`src/rtl/spi_master.sv`:
```
// Mode-0 SPI master (CPOL=0, CPHA=0, MSB first) feeding the on-chip SPI slave
// on the same clock domain. Bytes enter through a one-entry valid/ready holding
// register; a byte flagged tx_last closes the frame.
//
// Optional feature macro: SPI_MASTER_RX_EN. When it is defined, MISO is captured
// and returned on rx_data/rx_valid. When it is not defined, rx_data is 0x00 and
// rx_valid is 0.
//
// Parameters : CLK_DIV  SCK half-period in clk cycles (4..255)
//              CS_SETUP SSEL fall to first SCK rise, in clk cycles
//              CS_HOLD  last SCK fall to SSEL rise, in clk cycles
//              CS_IDLE  minimum SSEL-high cycles between frames
// Ports      : clk, rst (sync, active-high)
//              tx_data/tx_last/tx_valid/tx_ready  byte stream in
//              rx_data/rx_valid                   received byte strobe
//              busy                               state is not IDLE
//              SCK/SSEL/MOSI/MISO                 SPI pins
module spi_master #(
    parameter int unsigned CLK_DIV  = 4,
    parameter int unsigned CS_SETUP = 4,
    parameter int unsigned CS_HOLD  = 4,
    parameter int unsigned CS_IDLE  = 8
) (
    input  logic       clk,
    input  logic       rst,
    input  logic [7:0] tx_data,
    input  logic       tx_last,
    input  logic       tx_valid,
    output logic       tx_ready,
    output logic [7:0] rx_data,
    output logic       rx_valid,
    output logic       busy,
    output logic       SCK,
    output logic       SSEL,
    output logic       MOSI,
    input  logic       MISO
);

    localparam int unsigned MAX_A   = (CLK_DIV > CS_SETUP) ? CLK_DIV : CS_SETUP;
    localparam int unsigned MAX_B   = (CS_HOLD > CS_IDLE) ? CS_HOLD : CS_IDLE;
    localparam int unsigned CNT_MAX = (MAX_A > MAX_B) ? MAX_A : MAX_B;
    localparam int unsigned CNT_W   = (CNT_MAX > 1) ? $clog2(CNT_MAX) : 1;

    typedef enum logic [2:0] {
        IDLE,
        SETUP,
        XFER,
        STALL,
        HOLD,
        GAP
    } state_e;

    state_e             state_q;
    logic [CNT_W-1:0]   cnt_q;
    logic [2:0]         bit_cnt_q;
    logic [6:0]         tx_shift_q;
    logic               cur_last_q;
    logic               armed_q;
    logic               sck_q;
    logic               ssel_q;
    logic               mosi_q;
    logic               busy_q;
    logic               full_q;
    logic [7:0]         hold_data_q;
    logic               hold_last_q;

    logic               phase_end_c;
    logic               rise_c;
    logic               fall_c;
    logic               byte_end_c;
    logic               load_c;
    logic               accept_c;

    // Timing events derived from the current state and counters
    always_comb begin
        phase_end_c = (cnt_q == CNT_W'(CLK_DIV - 1));
        rise_c      = ((state_q == SETUP) && (cnt_q == CNT_W'(CS_SETUP - 1)))
                   || ((state_q == XFER) && !sck_q && phase_end_c)
                   || ((state_q == STALL) && armed_q && phase_end_c);
        fall_c      = (state_q == XFER) && sck_q && phase_end_c;
        // bit counter has wrapped to 0 after the 8th rise, so this fall is the 8th
        byte_end_c  = fall_c && (bit_cnt_q == 3'd0);
        load_c      = ((state_q == IDLE) && full_q)
                   || (byte_end_c && !cur_last_q && full_q)
                   || ((state_q == STALL) && !armed_q && full_q);
        accept_c    = tx_valid && !full_q;
    end

    // One-entry holding register between the stream and the shifter
    always_ff @(posedge clk) begin
        if (rst) begin
            full_q      <= 1'b0;
            hold_data_q <= 8'h00;
            hold_last_q <= 1'b0;
        end else begin
            if (accept_c) begin
                hold_data_q <= tx_data;
                hold_last_q <= tx_last;
            end
            full_q <= accept_c || (full_q && !load_c);
        end
    end

    // Frame sequencer; every SPI pin is driven straight from a register
    always_ff @(posedge clk) begin
        if (rst) begin
            state_q    <= IDLE;
            cnt_q      <= '0;
            bit_cnt_q  <= 3'd0;
            tx_shift_q <= 7'd0;
            cur_last_q <= 1'b0;
            armed_q    <= 1'b0;
            sck_q      <= 1'b0;
            ssel_q     <= 1'b1;
            mosi_q     <= 1'b0;
            busy_q     <= 1'b0;
        end else begin
            // a load always presents bit7 immediately, whichever state loads
            if (load_c) begin
                tx_shift_q <= hold_data_q[6:0];
                mosi_q     <= hold_data_q[7];
                cur_last_q <= hold_last_q;
            end
            unique case (state_q)
                IDLE: begin
                    if (full_q) begin
                        ssel_q    <= 1'b0;
                        busy_q    <= 1'b1;
                        cnt_q     <= '0;
                        bit_cnt_q <= 3'd0;
                        state_q   <= SETUP;
                    end
                end
                SETUP: begin
                    if (rise_c) begin
                        sck_q     <= 1'b1;
                        cnt_q     <= '0;
                        bit_cnt_q <= bit_cnt_q + 3'd1;
                        state_q   <= XFER;
                    end else begin
                        cnt_q <= cnt_q + CNT_W'(1);
                    end
                end
                XFER: begin
                    if (rise_c) begin
                        sck_q     <= 1'b1;
                        cnt_q     <= '0;
                        bit_cnt_q <= bit_cnt_q + 3'd1;
                    end else if (byte_end_c) begin
                        sck_q <= 1'b0;
                        cnt_q <= '0;
                        if (cur_last_q) begin
                            // MOSI may only move on an SCK fall, so park it now
                            mosi_q  <= 1'b0;
                            state_q <= HOLD;
                        end else if (!full_q) begin
                            armed_q <= 1'b0;
                            state_q <= STALL;
                        end
                    end else if (fall_c) begin
                        sck_q      <= 1'b0;
                        cnt_q      <= '0;
                        mosi_q     <= tx_shift_q[6];
                        tx_shift_q <= {tx_shift_q[5:0], 1'b0};
                    end else begin
                        cnt_q <= cnt_q + CNT_W'(1);
                    end
                end
                STALL: begin
                    if (!armed_q) begin
                        if (full_q) begin
                            armed_q <= 1'b1;
                            cnt_q   <= '0;
                        end
                    end else if (rise_c) begin
                        sck_q     <= 1'b1;
                        cnt_q     <= '0;
                        bit_cnt_q <= bit_cnt_q + 3'd1;
                        armed_q   <= 1'b0;
                        state_q   <= XFER;
                    end else begin
                        cnt_q <= cnt_q + CNT_W'(1);
                    end
                end
                HOLD: begin
                    if (cnt_q == CNT_W'(CS_HOLD - 1)) begin
                        ssel_q  <= 1'b1;
                        cnt_q   <= '0;
                        state_q <= GAP;
                    end else begin
                        cnt_q <= cnt_q + CNT_W'(1);
                    end
                end
                GAP: begin
                    if (cnt_q == CNT_W'(CS_IDLE - 1)) begin
                        busy_q  <= 1'b0;
                        cnt_q   <= '0;
                        state_q <= IDLE;
                    end else begin
                        cnt_q <= cnt_q + CNT_W'(1);
                    end
                end
                default: state_q <= IDLE;
            endcase
        end
    end

`ifdef SPI_MASTER_RX_EN
    logic [6:0] rx_shift_q;
    logic [7:0] rx_data_q;
    logic       rx_valid_q;

    // MISO is in the same clock domain, so it is sampled directly on each rise
    always_ff @(posedge clk) begin
        if (rst) begin
            rx_shift_q <= 7'd0;
            rx_data_q  <= 8'h00;
            rx_valid_q <= 1'b0;
        end else begin
            rx_valid_q <= 1'b0;
            if (rise_c) begin
                rx_shift_q <= {rx_shift_q[5:0], MISO};
                if (bit_cnt_q == 3'd7) begin
                    rx_data_q  <= {rx_shift_q, MISO};
                    rx_valid_q <= 1'b1;
                end
            end
        end
    end

    assign rx_data  = rx_data_q;
    assign rx_valid = rx_valid_q;
`else
    logic unused_rx;
    assign unused_rx = MISO;
    assign rx_data   = 8'h00;
    assign rx_valid  = 1'b0;
`endif

    assign tx_ready = !full_q;
    assign busy     = busy_q;
    assign SCK      = sck_q;
    assign SSEL     = ssel_q;
    assign MOSI     = mosi_q;

endmodule
```
`config.mk`:
```
export PLATFORM = sky130hd
export DESIGN_NAME = spi_master
export DESIGN_NICKNAME = d
export VERILOG_FILES = /design/src/rtl/spi_master.sv
export SDC_FILE = /design/constraint.sdc
export NUM_CORES = 1
export LEC_CHECK = 0
export CORE_ASPECT_RATIO = 0.6
export CORE_MARGIN = 4
export CORE_UTILIZATION = 45
export DETAILED_ROUTE_END_ITERATION = 8
export GPL_ROUTABILITY_DRIVEN = 0
export PLACE_DENSITY = 0.72
export SETUP_SLACK_MARGIN = 0.2
export SYNTH_ARGS = -nofsm -noshare
export SYNTH_HDL_FRONTEND = slang
export SYNTH_SLANG_ARGS = --single-unit
export TNS_END_PERCENT = 50
```
`constraint.sdc`:
```
create_clock -name clk -period 2.4 [get_ports clk]
set_clock_uncertainty 0.15 [all_clocks]
set_input_delay 0.24 -clock clk [delete_from_list [all_inputs] [get_ports clk]]
set_output_delay 0.24 -clock clk [all_outputs]
set_load 0.005 [all_outputs]
```
==> metrics <==
outcome finished, final reports clean; clock-pin transition on the worst setup and hold timing paths 0.07 ns; Post-synth EDFFs 0; Inserted Diodes 0; placed insts 275; crit path time final 2.055 ns; Req. time, crit path 2.45 ns; CTS tree done; Reg power frac 0.417; Detailed Routing Iterations Pass 1 4; Critical Path Max Stage Delay 0.36 ns; CP bufs+invs 1; Switching Fraction 0.3013; post-layout net count 258; pwr dens 698.8 nW/um^2; Setup Viol. Count Final 0; CTS Buffer Depth 2; post-DP HPWL 2863 microns; post-synthesis sequential area ratio 0.3721; Synth Instances 212; synth warn 0; final std cells w/o fill 286; Worst setup SP type flip-flop; Final Hold Fails 0; initial antenna violation count 0; die width 87.85 microns; Iteration-0 DRC Markers 130; DR WL/cell 13.94 microns; vias in the first global route 1381; Post-DP Area 1943 sq um; worst-skew pair later-pin latency 0.29 ns; syn avg cell area 8.121 sq um; final max-slew violation count 0; element type at the critical path end flip-flop; drt total wl 3988 microns; H-tree lvl count 2; crit-path max FO 5; DRC Markers 0; CP Cell Sequence ha_2 > ha_2 > nand2b_1 > nor3_4 > o21ai_4 > buf_12 > mux2i_1 > a211oi_1; area of the multi-input gates 969.7 sq um; Fin Setup TNS 0 ns; Initial Utilization 0.4679; area leader, netlist dfxtp_1; post-synthesis cell area 1722 sq um; Port-buffer cells 16; first-pass GRT wire length 6727 microns; IO Pins 27; core area 3680 sq um; Most used DFF post-synth dfxtp_1; largest net degree at the start of global routing 26; cell mode on critical path ha_2; FF+latch area 641.9 sq um; GRT Total Usage 0.1789; Vias 1558; Comb power frac 0.232; row count 17; maximum vdd drop 0.3864 mV; Num CTS Buffers 5; unrepaired setup endpoints after global routing yes; Synth top area share 0.3721; total die area 4912 sq um; FFs w/ async S/R, synth 0; flops & latches, synth 32; worst hold margin 0.3136 ns; clk sink count 32; final instance area 2105 sq um; CTS Root Cell clkbuf_8; hold crit path type reg -> reg; Via density 5.448; Die Height 55.91 microns; layout cells sized above 1 0.1297; Max Fclk 486.7 MHz; Tot Pwr 1471 uW; critical path's top delay family adder cells; fillcell total 340; Sw Pwr 443.1 uW; synth-to-layout area growth 22.24%; Clock Power Share 0.351; Internal Pwr Total 1028 uW; CP arrival 2.10 ns; Crit Path Category reg -> reg; grt total ovfl 0; CP max stage cell dfxtp_1; top area cells in the synthesized netlist dfxtp_1 37%, a21oi_1 5.5%, nand2_1 5.2%; Cell variety after synth 44; leakage power 0.0008451 uW; Max-cap violations 0; Antenna Nets Post-Route 0; Final period util 0.8560
cell type report:
| type | count | area share |
|---|---|---|
| clock inverters | 3 | 0.02021 |
| multi-input cells | 157 | 0.4608 |
| inverters | 12 | 0.02140 |
| well taps | 47 | 0.02794 |
| repair buffers | 30 | 0.1320 |
| flip-flops and latches | 32 | 0.3050 |
| clock buffers | 5 | 0.03270 |
stage by stage:
stage	utilization	worst slack [ns]
detailed placement	0.5281	0.2035
global placement	0.5281	0.2409
floorplan	-	0.2681
global route	0.5719	0.1989
CTS	0.5695	0.2309
finish	0.5719	0.3455
cell usage in the layout (no fill, tap or decap), types with 3 or more instances in the layout:
cell and instances:
a211oi_1 8, a21oi_1 19, a31oi_1 3, buf_4 13
clkbuf_8 5, clkdlybuf4s50_1 16, conb_1 9, dfxtp_1 31
ha_1 5, inv_1 11, mux2i_1 7, nand2_1 23
nand2b_1 6, nand3_1 4, nor2_1 20, nor2b_1 4
nor3_1 7, o21ai_0 8
registers in the layout, summed over array words and instances, names as in the netlist, 3 cells and up:
| signal | count |
|---|---|
| state_q | 3 |
| bit_cnt_q | 3 |
| hold_data_q | 8 |
| tx_shift_q | 7 |
| cnt_q | 3 |
cells in the mapped netlist, types with 2 or more instances:
cell      number
a31oi_1        3
mux2i_1        7
xnor2_1        2
nand4_1        2
a21oi_1       19
nand3_1        4
dfxtp_1       32
a32oi_1        2
ha_1           7
nor2b_1        4
buf_2          4
nand2b_1       6
or3_1          2
and3_1         2
a211oi_1       8
o21ai_0        8
buf_4          9
nand2_1       24
clkbuf_1       6
nor3_1         7
o21a_1         2
inv_1         11
nor2_1        20
worst min-delay path, delay by kind of cell, from the launching register on:
family / cells / cell delay, ns
flip-flops: 1 / 0.31
AO/OA/AOI/OAI: 1 / 0.06
AND/OR/NAND/NOR: 1 / 0.05
final timing paths:
check | from | endpoint | slack, ns | depth (start not counted)
worst max-delay path | cnt_q[0]$_SDFFE_PP0P_ | tx_shift_q[5]$_SDFF_PP0_ | 0.35 | 8
worst min-delay path | hold_data_q[3]$_SDFFE_PP0P_ | hold_data_q[3]$_SDFFE_PP0P_ | 0.31 | 2
worst max register to register | cnt_q[0]$_SDFFE_PP0P_ | tx_shift_q[5]$_SDFF_PP0_ | 0.35 | 8
worst min register to register | hold_data_q[3]$_SDFFE_PP0P_ | hold_data_q[3]$_SDFFE_PP0P_ | 0.31 | 2
cell families after synthesis:
| logic type | synth area share |
|---|---|
| adders and majority gates | 0.05087 |
| AOI/OAI and AO/OA | 0.2035 |
| and+or+nand+nor | 0.2173 |
| other | 0.002178 |
| buffers and inverters | 0.09011 |
| DFF | 0.3721 |
| muxes | 0.05378 |
| xor gates and xnor gates | 0.01018 |
per-layer routing:
layer  GRT usage  share of wire  vias up
li1            -              -      781
met1      0.2880           0.51      699
met2      0.2103           0.38       71
met3     0.06065          0.096        7
met4     0.05908          0.014        0
met5           0              0        -
repair_timing:
action | in CTS | in global routing
pin swaps | 1 | 1
buffers inserted | 3 | 0
setup endpoints to repair | 1 | 9
hold buffers | 0 | 0
resized for setup | 1 | 4
power by group through the flow:
stage | combinational (uW) | clock, uW | sequential, uW
global route | 375 | 554 | 620
global placement | 311 | 0 | 621
CTS | 334 | 524 | 609
finish | 341 | 516 | 613
floorplan | 231 | 0 | 598
detailed placement | 314 | 0 | 621
Note: power is estimated with default switching activity, not from simulation.
